## config.mk

```make
export PLATFORM = sky130hd
export DESIGN_NAME = note_key_encoder
export DESIGN_NICKNAME = d
export VERILOG_FILES = /design/src/rtl/note_key_encoder.sv
export SDC_FILE = /design/constraint.sdc
export NUM_CORES = 1
export LEC_CHECK = 0
export BUFFER_PORTS_ARGS = -buffer_cell sky130_fd_sc_hd__buf_2
export CORE_AREA = 2 2 78 80
export DETAILED_ROUTE_END_ITERATION = 10
export DIE_AREA = 0 0 80 82
export MAX_ROUTING_LAYER = met4
export PLACE_DENSITY_LB_ADDON = 0.1
export SLEW_MARGIN = 40
export SYNTH_ARGS = -nofsm -noshare
export SYNTH_HDL_FRONTEND = slang
export SYNTH_SLANG_ARGS = --single-unit
export TNS_END_PERCENT = 1
```

## constraint.sdc

```tcl
create_clock -name clk -period 2.3 [get_ports clk]
set_clock_uncertainty 0.05 [all_clocks]
set_input_delay 0 -clock clk [delete_from_list [all_inputs] [get_ports clk]]
set_output_delay 0 -clock clk [all_outputs]
set_load 0.02 [all_outputs]
```

## src/rtl/note_key_encoder.sv

```systemverilog
// Front-panel note button encoder: synchronise, priority-encode, debounce and commit a 4-bit note code.
// Optional build macro NOTE_KEY_HOLD_LAST_EN: on release, keep the last committed note on noteKey.
module note_key_encoder #(
    parameter int DEBOUNCE_CYCLES = 1000000,
    parameter int CNT_W           = 20
) (
    input  logic       clk,
    input  logic       rst_n,
    input  logic [8:0] btn,
    output logic [3:0] noteKey,
    output logic       note_valid,
    output logic       key_change
);

    typedef enum logic [1:0] {
        IDLE       = 2'd0,
        PRESS_DB   = 2'd1,
        HELD       = 2'd2,
        RELEASE_DB = 2'd3
    } state_t;

    localparam logic [3:0]       NO_NOTE = 4'd7;
    localparam logic [CNT_W-1:0] CNT_TC  = CNT_W'(DEBOUNCE_CYCLES - 1);

    state_t           r_state, w_state_nxt;
    logic [8:0]       r_sync1, r_sync2;
    logic [3:0]       r_cand, w_cand_nxt;
    logic [CNT_W-1:0] r_cnt, w_cnt_nxt;
    logic [3:0]       r_note_key, w_key_nxt;
    logic             r_note_valid, w_valid_nxt;
    logic             r_key_change, w_chg_nxt;
    logic             w_commit;
    logic [3:0]       w_enc;

    // Lowest index wins; code 7 is reserved for "no button", so bits 7/8 map to 8/9.
    always_comb begin
        w_enc = NO_NOTE;
        for (int i = 8; i >= 0; i--) begin
            if (r_sync2[i]) w_enc = (i < 7) ? 4'(i) : 4'(i + 1);
        end
    end

    always_ff @(posedge clk or negedge rst_n) begin
        if (!rst_n) begin
            r_state      <= IDLE;
            r_sync1      <= '0;
            r_sync2      <= '0;
            r_cand       <= NO_NOTE;
            r_cnt        <= '0;
            r_note_key   <= NO_NOTE;
            r_note_valid <= 1'b0;
            r_key_change <= 1'b0;
        end else begin
            r_state      <= w_state_nxt;
            r_sync1      <= btn;
            r_sync2      <= r_sync1;
            r_cand       <= w_cand_nxt;
            r_cnt        <= w_cnt_nxt;
            r_note_key   <= w_key_nxt;
            r_note_valid <= w_valid_nxt;
            r_key_change <= w_chg_nxt;
        end
    end

    always_comb begin
        w_state_nxt = r_state;
        w_cand_nxt  = r_cand;
        w_cnt_nxt   = r_cnt;
        w_commit    = 1'b0;
        case (r_state)
            IDLE: begin
                if (w_enc != NO_NOTE) begin
                    w_state_nxt = PRESS_DB;
                    w_cand_nxt  = w_enc;
                    w_cnt_nxt   = '0;
                end
            end
            PRESS_DB: begin
                if (w_enc == NO_NOTE) begin
                    w_state_nxt = IDLE;
                    w_cnt_nxt   = '0;
                end else if (w_enc != r_cand) begin
                    w_cand_nxt = w_enc;
                    w_cnt_nxt  = '0;
                end else if (r_cnt == CNT_TC) begin
                    w_state_nxt = HELD;
                    w_cnt_nxt   = '0;
                    w_commit    = 1'b1;
                end else begin
                    w_cnt_nxt = r_cnt + 1'b1;
                end
            end
            HELD: begin
                if (w_enc != r_note_key) begin
                    w_state_nxt = RELEASE_DB;
                    w_cand_nxt  = w_enc;
                    w_cnt_nxt   = '0;
                end
            end
            RELEASE_DB: begin
                if (w_enc == r_note_key) begin
                    w_state_nxt = HELD;
                    w_cnt_nxt   = '0;
                end else if (w_enc != r_cand) begin
                    w_cand_nxt = w_enc;
                    w_cnt_nxt  = '0;
                end else if (r_cnt == CNT_TC) begin
                    w_state_nxt = (r_cand == NO_NOTE) ? IDLE : HELD;
                    w_cnt_nxt   = '0;
                    w_commit    = 1'b1;
                end else begin
                    w_cnt_nxt = r_cnt + 1'b1;
                end
            end
            default: w_state_nxt = IDLE;
        endcase
    end

    always_comb begin
        w_key_nxt   = r_note_key;
        w_valid_nxt = r_note_valid;
        w_chg_nxt   = 1'b0;
        if (w_commit) begin
            w_chg_nxt = 1'b1;
            if (w_state_nxt == HELD) begin
                w_key_nxt   = r_cand;
                w_valid_nxt = 1'b1;
            end else begin
`ifdef NOTE_KEY_HOLD_LAST_EN
                w_key_nxt   = r_note_key;
`else
                w_key_nxt   = NO_NOTE;
`endif
                w_valid_nxt = 1'b0;
            end
        end
    end

    assign noteKey    = r_note_key;
    assign note_valid = r_note_valid;
    assign key_change = r_key_change;

endmodule

```

==> results of run 1 <==
==> synth_stat cells, types with 4 or more instances <==
| cell type | instances |
|---|---|
| dfstp_2 | 6 |
| nor2_1 | 14 |
| buf_6 | 4 |
| inv_1 | 8 |
| o21ai_1 | 6 |
| a31oi_1 | 4 |
| o21ai_0 | 8 |
| nand4_1 | 9 |
| nand2_1 | 26 |
| or3_1 | 6 |
| dfrtp_1 | 44 |
| nor3_1 | 6 |
| nor2b_1 | 6 |
| xor2_1 | 4 |
| nand3_1 | 16 |
| a32oi_1 | 5 |
==> where the power goes <==
group | switching [mW] | internal, mW
logic | 0.117 | 0.112
clock network | 0.302 | 0.332
registers | 0.0211 | 0.908
==> path summary, 6_finish.rpt <==
path	startpoint	end	slack (ps)	cells after the start
max	r_sync2[4]	key_change	-160	9
min	rst_n	key_change	200	2
max reg2reg	r_sync2[4]	key_change	-160	9
min reg2reg	r_sync1[6]	r_sync2[6]	300	0
max in group asynchronous	rst_n	r_cand[0]	1370	3
min in group clk	btn[1]	r_sync1[1]	290	2
==> metrics by stage <==
step | power, mW | TNS, ps | cell area, um2 | util | hold WS [ps]
final | 1.792 | -2015 | 3253 | 0.5662 | 197.7
after global routing | 1.874 | -4842 | 3253 | 0.5662 | 265.2
after CTS | 1.802 | -1827 | 3153 | 0.5488 | 212.4
after detailed placement | 1.144 | -2119 | 2868 | 0.4991 | 7.089
after global placement | 1.143 | -1590 | 2868 | 0.4991 | 9.041
after floorplan | 1.050 | -484.6 | 2472 | - | -345.6
==> layer usage <==
metal	up-vias	track usage
met2	38	0.2808
met1	954	0.2479
met4	0	0.03729
met5	-	-
li1	993	-
met3	2	0.03297
==> kinds of logic (layout without fill, tap and decap cells) <==
kind of cell | count (synthesis) | in the layout
DFF | 50 | 50
muxes | 7 | 7
xor gates and xnor gates | 5 | 5
buffers and inverters | 15 | 87
and+or+nand+nor | 103 | 103
adders and majority gates | 1 | 1
AOI/OAI and AO/OA | 49 | 49
==> flip-flops by register name (all words and copies together), names as in the netlist <==
register,flops
key_change,1
noteKey,4
note_valid,1
r_cand,4
r_cnt,20
r_state,2
r_sync1,9
r_sync2,9
==> layout make-up <==
type,instances,area share
flip-flops and latches,50,0.3869
multi-input cells,165,0.3704
repair buffers,71,0.1688
well taps,75,0.02885
clock buffers,5,0.02115
clock inverters,3,0.01462
inverters,8,0.009231
==> timing repair <==
| item | CTS | global route |
|---|---|---|
| gates resized for setup | 9 | 11 |
| endpoints found under the setup margin | 27 | 31 |
| setup buffers | 4 | 5 |
| pin swaps | 7 | 15 |
| hold buffers | 10 | 0 |
| endpoints found under the hold margin | 33 | 0 |
==> flow_summary.json, run 1 <==
{
  "ir_worst_vdd_mv": 0.4709,
  "required_ps": 2460,
  "final_cells": 377,
  "multi_input_area_um2": 1205,
  "worst_slack_ps": -161.1,
  "hold_viol_final": 0,
  "drive_gt1_frac": 0.3444,
  "dieArea_um2": 6560,
  "seq_area_um2": 1259,
  "ys_async_sr_fraction": 1.000,
  "grt_first_pass_wirelength_mm": 8.852,
  "max_freq_mhz": 406.3,
  "muxShareOfSynthArea": 0.03299,
  "synth_top_cell_area_share": 0.4467,
  "clk_latency_ps": 300,
  "cts_root_buffer": "clkbuf_8",
  "vias": 1987,
  "path_class": "reg -> reg",
  "synth_area_leaders": "dfrtp_1 (45%), dfstp_2 (6.4%), nand2_1 (4.0%)",
  "fp.coreArea_um2": 5746,
  "clock_path_buffers": 2,
  "power_density_nw_per_um2": 550.8,
  "ys_seq_area_frac": 0.5107,
  "gp_congestion": 0.8395,
  "detail-route-antenna-nets": 0,
  "final-setup-viol-count": 24,
  "drtIter0Drc": 86,
  "first_pass_iters": 4,
  "worst_slew_pin_slew_ps": 639.3,
  "synth_area_per_cell_um2": 10.72,
  "path_buf_inv": 3,
  "cp_cell_sequence": "or4_4 > o32a_4 > xor2_4 > nand4_4 > a21oi_4 > nor2_4 > buf_4 > buf_4 > buf_4",
  "syn_inst": 230,
  "cp-start-kind": "flip-flop",
  "die_y_um": 82,
  "wl_met2_mm": 2.539,
  "holdCritPathClass": "in -> async",
  "htreeDepth": 2,
  "grt_overflow_total": 0,
  "fill_cells": 521,
  "met3_length_um": 175,
  "synth_compound_area_frac": 0.1518,
  "rsz0062_at_grt": "true",
  "synth_area_um2": 2465,
  "routed_via_density": 5.271,
  "io_pins": 17,
  "synth_edf_count": 0,
  "port_buffers": 16,
  "top_layer": "met4",
  "status": "complete, but fails checks",
  "grt_start_max_net_pins": 29,
  "synth_simple_gate_area_frac": 0.2447,
  "synth_top_family_by_area": "simple AND/OR/NAND/NOR gates",
  "ys.flop_type": "dfrtp_1",
  "grt_usage": 0.1799,
  "cts_tree": "done",
  "nets": 313,
  "period_needed_ps": 2461,
  "slew_violations": 0,
  "synth_adder_area_share": 0.005076,
  "antenna_cells_inserted": 0,
  "dpl.cell_count": 350,
  "end_kind": "flip-flop",
  "ys_warn_count": 0,
  "synth_nets": 242,
  "antenna_found_initial": 0,
  "crit_fanout": 7,
  "synth_xor_area_frac": 0.01777,
  "numCtsBuffers": 5,
  "drc_errors": 0,
  "clk_pin_slew_worst_paths_ps": 100,
  "wl_met1_mm": 2.612,
  "violations": "negative setup slack",
  "relSlewSlack": 0.5738,
  "slowest_stage": "or4_4",
  "layout_commonest_cell": "dfrtp_1",
  "routed_wirelength_mm": 5.350,
  "post-place-ws_ps": -141.3,
  "crit_family": "simple AND/OR/NAND/NOR gates",
  "synth_top_area_cell": "dfrtp_1",
  "first_global_vias": 1888,
  "wl_per_cell_um": 14.19,
  "path_common_cell": "buf_4",
  "max_stage_delay_ps": 530,
  "initial_utilization": 0.4290,
  "syn_to_final_growth_pct": 31.98,
  "timing.final.crit_share": 1.070,
  "drv_cap": 0,
  "p_leak_nw": 1.434,
  "hpwl_mm": 3.746,
  "cts.sinks": 50,
  "layout_common_cells": "dfrtp_1 (44), buf_4 (39), nand2_1 (26)",
  "synth_cell_type_count": 63,
  "synth-seq-cells": 50,
  "critPathArrivalTime_ps": 2620,
  "rows": 28,
  "die_w_um": 80
}
Power figures use the tool's default switching activity.
==> inputs of run 2 (changes only) <==
BUFFER_PORTS_ARGS = -buffer_cell sky130_fd_sc_hd__buf_4   (was -buffer_cell sky130_fd_sc_hd__buf_2)
==> run 2 against run 1 <==
Net effect: the run still ends with negative setup slack left; setup slack improved by 110 ps; largest power group unchanged; register-to-register slack improved by 110 ps; sequential cell count unchanged; maximum frequency increased by 4.5%; via count increased by 0.25%.
==> flow_summary.json, run 2 (synthesis results as in run 1) <==
{
  "cp-start-kind": "flip-flop",
  "initial_utilization": 0.4290,
  "htreeDepth": 2,
  "p_leak_nw": 1.368,
  "reg_top3": "r_cnt: 20 flops, r_sync1: 9 flops, r_sync2: 9 flops",
  "wl_per_cell_um": 14.55,
  "timing.hold.ws_ps": 214.1,
  "worst_slew_pin_slew_ps": 632.1,
  "drtIter0Drc": 122,
  "antenna_found_initial": 0,
  "largest_reg_flops": 20,
  "grt_usage": 0.1789,
  "slew_violations": 0,
  "grt_start_max_net_pins": 51,
  "cts_tree": "done",
  "required_ps": 2500,
  "violations": "negative setup slack",
  "grt_overflow_total": 0,
  "cts.sinks": 50,
  "ir_worst_vdd_mv": 0.3687,
  "period_needed_ps": 2356,
  "routed_wirelength_mm": 5.298,
  "drive_gt1_frac": 0.3045,
  "layout_commonest_cell": "buf_4",
  "clk_pin_slew_worst_paths_ps": 100,
  "slowest_stage": "or4_4",
  "holdCritPathClass": "in -> async",
  "first_global_vias": 1834,
  "numCtsBuffers": 5,
  "end_kind": "flip-flop",
  "relSlewSlack": 0.5786,
  "clock_path_buffers": 2,
  "worst_slack_ps": -55.60,
  "die_y_um": 82,
  "fp.coreArea_um2": 5746,
  "status": "complete, but fails checks",
  "max_freq_mhz": 424.5,
  "detail-route-antenna-nets": 0,
  "clk_latency_ps": 300,
  "crit_fanout": 8,
  "antenna_cells_inserted": 0,
  "rsz0062_at_grt": "true",
  "vias": 1992,
  "port_buffers": 16,
  "hpwl_mm": 3.549,
  "cts_root_buffer": "clkbuf_8",
  "regMostFlops": "r_cnt",
  "max_stage_delay_ps": 530,
  "power_mw": 1.785,
  "cp_cell_sequence": "or4_4 > o32a_4 > xor2_2 > nand4_4 > buf_6 > a211oi_4 > buf_6 > a31o_4 > a22o_1",
  "critPathArrivalTime_ps": 2550,
  "hold_viol_final": 0,
  "grt_first_pass_wirelength_mm": 8.818,
  "path_class": "reg -> reg",
  "io_pins": 17,
  "layout_common_cells": "buf_4 (45), dfrtp_1 (44), nand2_1 (26)",
  "nets": 300,
  "power_density_nw_per_um2": 566.9,
  "routed_via_density": 5.473,
  "syn_to_final_growth_pct": 27.72,
  "gp_congestion": 0.8615,
  "drc_errors": 0,
  "final-setup-viol-count": 19,
  "drv_cap": 0,
  "path_common_cell": "buf_6",
  "worstRegToRegCells": 9,
  "rows": 28,
  "first_pass_iters": 4,
  "die_w_um": 80,
  "dieArea_um2": 6560,
  "timing.final.crit_share": 1.024
}
==> run 2: changes by cell type in the layout (fill, tap and decap cells not counted), moves of 2 or more <==
cell    change
buf_4       +6
mux2_2      +2
mux2_4      -3
buf_6       -2
buf_2      -16
==> run 2: cell type report <==
| cell class | count | area (um2) |
|---|---|---|
| fill | 520 | 2597 |
| sequential | 50 | 1259 |
| multi-input combinational | 165 | 1177 |
| timing repair buffer | 58 | 471.7 |
| tap | 75 | 93.84 |
| clock buffer | 5 | 68.82 |
| clock inverter | 3 | 47.55 |
| inverter | 8 | 30.03 |
==> run 2: worst max-delay path: cells and delay by family (launching register included) <==
family                    cells  cell delay (ps)
DFF                           1              390
buffers and inverters         2              340
AOI/OAI and AO/OA             4              680
and+or+nand+nor               2              670
xor gates and xnor gates      1              170
==> run 2: final timing paths <==
check / from / end / slack [ps]
setup / recovery: r_sync2[5] / r_cnt[14] / -60
hold / removal: rst_n / key_change / 210
setup reg to reg: r_sync2[5] / r_cnt[14] / -60
hold reg to reg: r_sync1[8] / r_sync2[8] / 310
max in group asynchronous: rst_n / r_cnt[6] / 1570
min in group clk: btn[6] / r_sync1[6] / 290
==> run 2: through the flow <==
step | util | TNS [ps] | worst slack, ps | cells | area [um2]
6_report | 0.5479 | -469.9 | -55.60 | 364 | 3148
5_1_grt | 0.5479 | -2970 | -167.7 | 364 | 3148
4_1_cts | 0.5442 | -1322 | -95.66 | 364 | 3127
3_5_place_dp | 0.4961 | -2458 | -168.6 | 344 | 2850
3_3_place_gp | 0.4961 | -2520 | -158.2 | 344 | 2850
2_1_floorplan | - | -484.6 | -85.51 | 230 | 2472
==> run 2: metal layers <==
metal  global-route usage  vias up  part of all wire
li1                     -      967                 -
met1               0.2475      978              0.49
met2               0.2708       39              0.46
met3              0.03626        8             0.035
met4              0.04576        0             0.014
met5                    -        -                 0
==> run 2: timing repair <==
item | in CTS | in global routing
pin swaps | 13 | 3
resized for setup | 9 | 5
hold buffers | 10 | 0
cloned | 1 | 0
hold endpoints to repair | 53 | 0
setup endpoints to repair | 26 | 30
buffers inserted | 1 | 0
==> run 2: where the power goes <==
part / switching [mW] / internal (mW) / total, mW
sequential: 0.0223 / 0.908 / 0.931
combinational: 0.114 / 0.106 / 0.220
clock: 0.301 / 0.332 / 0.633
==> inputs of run 3 (changes only) <==
CORE_AREA = 2 2 82 84   (was 2 2 78 80)
DIE_AREA = 0 0 84 86   (was 0 0 80 82)
==> run 3 against run 2 <==
Net effect: the run still ends with negative setup slack left; maximum frequency down 1.9%; setup slack worse by 45 ps; combinational power up 5%; final cell count up 3.3%; non-clock buffer count up 10.
==> flow_summary.json, run 3 (synthesis results as in run 1) <==
{
  "max_freq_mhz": 416.5,
  "slowest_stage": "or4_4",
  "drc_errors": 0,
  "holdCritPathClass": "in -> async",
  "grt_first_pass_wirelength_mm": 9.328,
  "syn_to_final_growth_pct": 30.61,
  "crit_path_start": "r_sync2[0]",
  "layout_common_cells": "buf_4 (54), dfrtp_1 (44), nand2_1 (26)",
  "nets": 310,
  "crit_fanout": 8,
  "hold_viol_final": 0,
  "cp_cell_sequence": "or4_4 > o32a_4 > xor2_4 > nand4_4 > buf_4 > a211oi_4 > buf_6 > a31o_2 > a22o_1",
  "htreeDepth": 2,
  "grt_usage": 0.1675,
  "slew_violations": 0,
  "first_global_vias": 1951,
  "drv_cap": 0,
  "power_mw": 1.715,
  "vias": 1926,
  "io_pins": 17,
  "power_density_nw_per_um2": 532.9,
  "worst_slack_ps": -100.9,
  "cp-start-kind": "flip-flop",
  "gp_congestion": 0.8364,
  "detail-route-antenna-nets": 0,
  "end_kind": "flip-flop",
  "rows": 29,
  "rsz0062_at_grt": "true",
  "dieArea_um2": 7224,
  "reg_top3": "r_cnt: 20 flops, r_sync1: 9 flops, r_sync2: 9 flops",
  "final_util": 0.5129,
  "timing.final.crit_share": 1.044,
  "clk_pin_slew_worst_paths_ps": 100,
  "hpwl_mm": 3.685,
  "numCtsBuffers": 5,
  "die_y_um": 86,
  "routed_via_density": 5.122,
  "p_leak_nw": 1.406,
  "first_pass_iters": 4,
  "regMostFlops": "r_cnt",
  "antenna_found_initial": 0,
  "cts_tree": "done",
  "die_w_um": 84,
  "critPathArrivalTime_ps": 2610,
  "fp.coreArea_um2": 6277,
  "tns_ps": -1318,
  "clk_latency_ps": 310,
  "violations": "negative setup slack",
  "drtIter0Drc": 105,
  "wl_per_cell_um": 14.17,
  "drive_gt1_frac": 0.3278,
  "r2r_start": "r_sync2[0]",
  "layout_commonest_cell": "buf_4",
  "required_ps": 2500,
  "largest_reg_flops": 20,
  "max_stage_delay_ps": 540,
  "cts_root_buffer": "clkbuf_8",
  "relSlewSlack": 0.5836,
  "clock_path_buffers": 2,
  "ir_worst_vdd_mv": 0.2874,
  "period_needed_ps": 2401,
  "grt_start_max_net_pins": 51,
  "cts.sinks": 50,
  "port_buffers": 16,
  "antenna_cells_inserted": 0,
  "grt_overflow_total": 0,
  "placed_cell_area_um2": 2913,
  "initial_utilization": 0.3927,
  "worst_slew_pin_slew_ps": 624.5,
  "design_area_um2": 3219,
  "final-setup-viol-count": 22,
  "path_class": "reg -> reg",
  "status": "complete, but fails checks",
  "routed_wirelength_mm": 5.328
}
==> run 3: power breakdown <==
group | internal, mW | switching (mW)
clock | 0.225 | 0.328
sequential | 0.908 | 0.0227
combinational | 0.116 | 0.115
total | 1.25 | 0.466
==> run 3: layer usage <==
metal	routed length [um]	vias up	global-route usage
li1	-	985	-
met1	2754	914	0.2327
met2	2360	21	0.2516
met3	140	6	0.02887
met4	73	0	0.05279
met5	0	-	-
==> run 3: path summary, 6_finish.rpt <==
check,to,slack (ps),cells after the start
min in group clk,r_sync1[4],270,2
worst max register to register,r_cnt[14],-100,9
worst min register to register,r_sync2[4],310,0
worst max-delay path,r_cnt[14],-100,9
max in group asynchronous,r_cnt[7],1590,2
worst min-delay path,r_sync2[8],200,2
==> run 3: what timing repair did <==
item                                    4_1_cts  5_1_grt
pin swaps                                    10        2
endpoints found under the setup margin       28       31
hold buffers                                 10        0
gates resized for setup                       7        8
endpoints found under the hold margin        53        0
setup buffers                                 4        0
==> run 3: layout make-up <==
class / count / area, um2
inverters: 8 / 30.03
flip-flops and latches: 50 / 1259
repair buffers: 68 / 550.5
well taps: 77 / 96.34
clock inverters: 3 / 26.28
fillers: 586 / 3058
clock buffers: 5 / 68.82
multi-input cells: 165 / 1189
==> run 3: worst max-delay path, delay by kind of cell (launching register included) <==
family	cells	cell delay (ps)
DFF	1	400
AOI/OAI and AO/OA	4	720
buffers and inverters	2	350
xor gates and xnor gates	1	160
and+or+nand+nor	2	670
==> run 3: stage by stage <==
stage	instances	hold slack, ps	setup slack (ps)
finish	376	196.0	-100.9
global route	376	255.6	-242.6
CTS	376	225.5	-120.9
detailed placement	354	22.00	-236.8
global placement	354	15.77	-174.8
floorplan	230	-345.6	-85.51
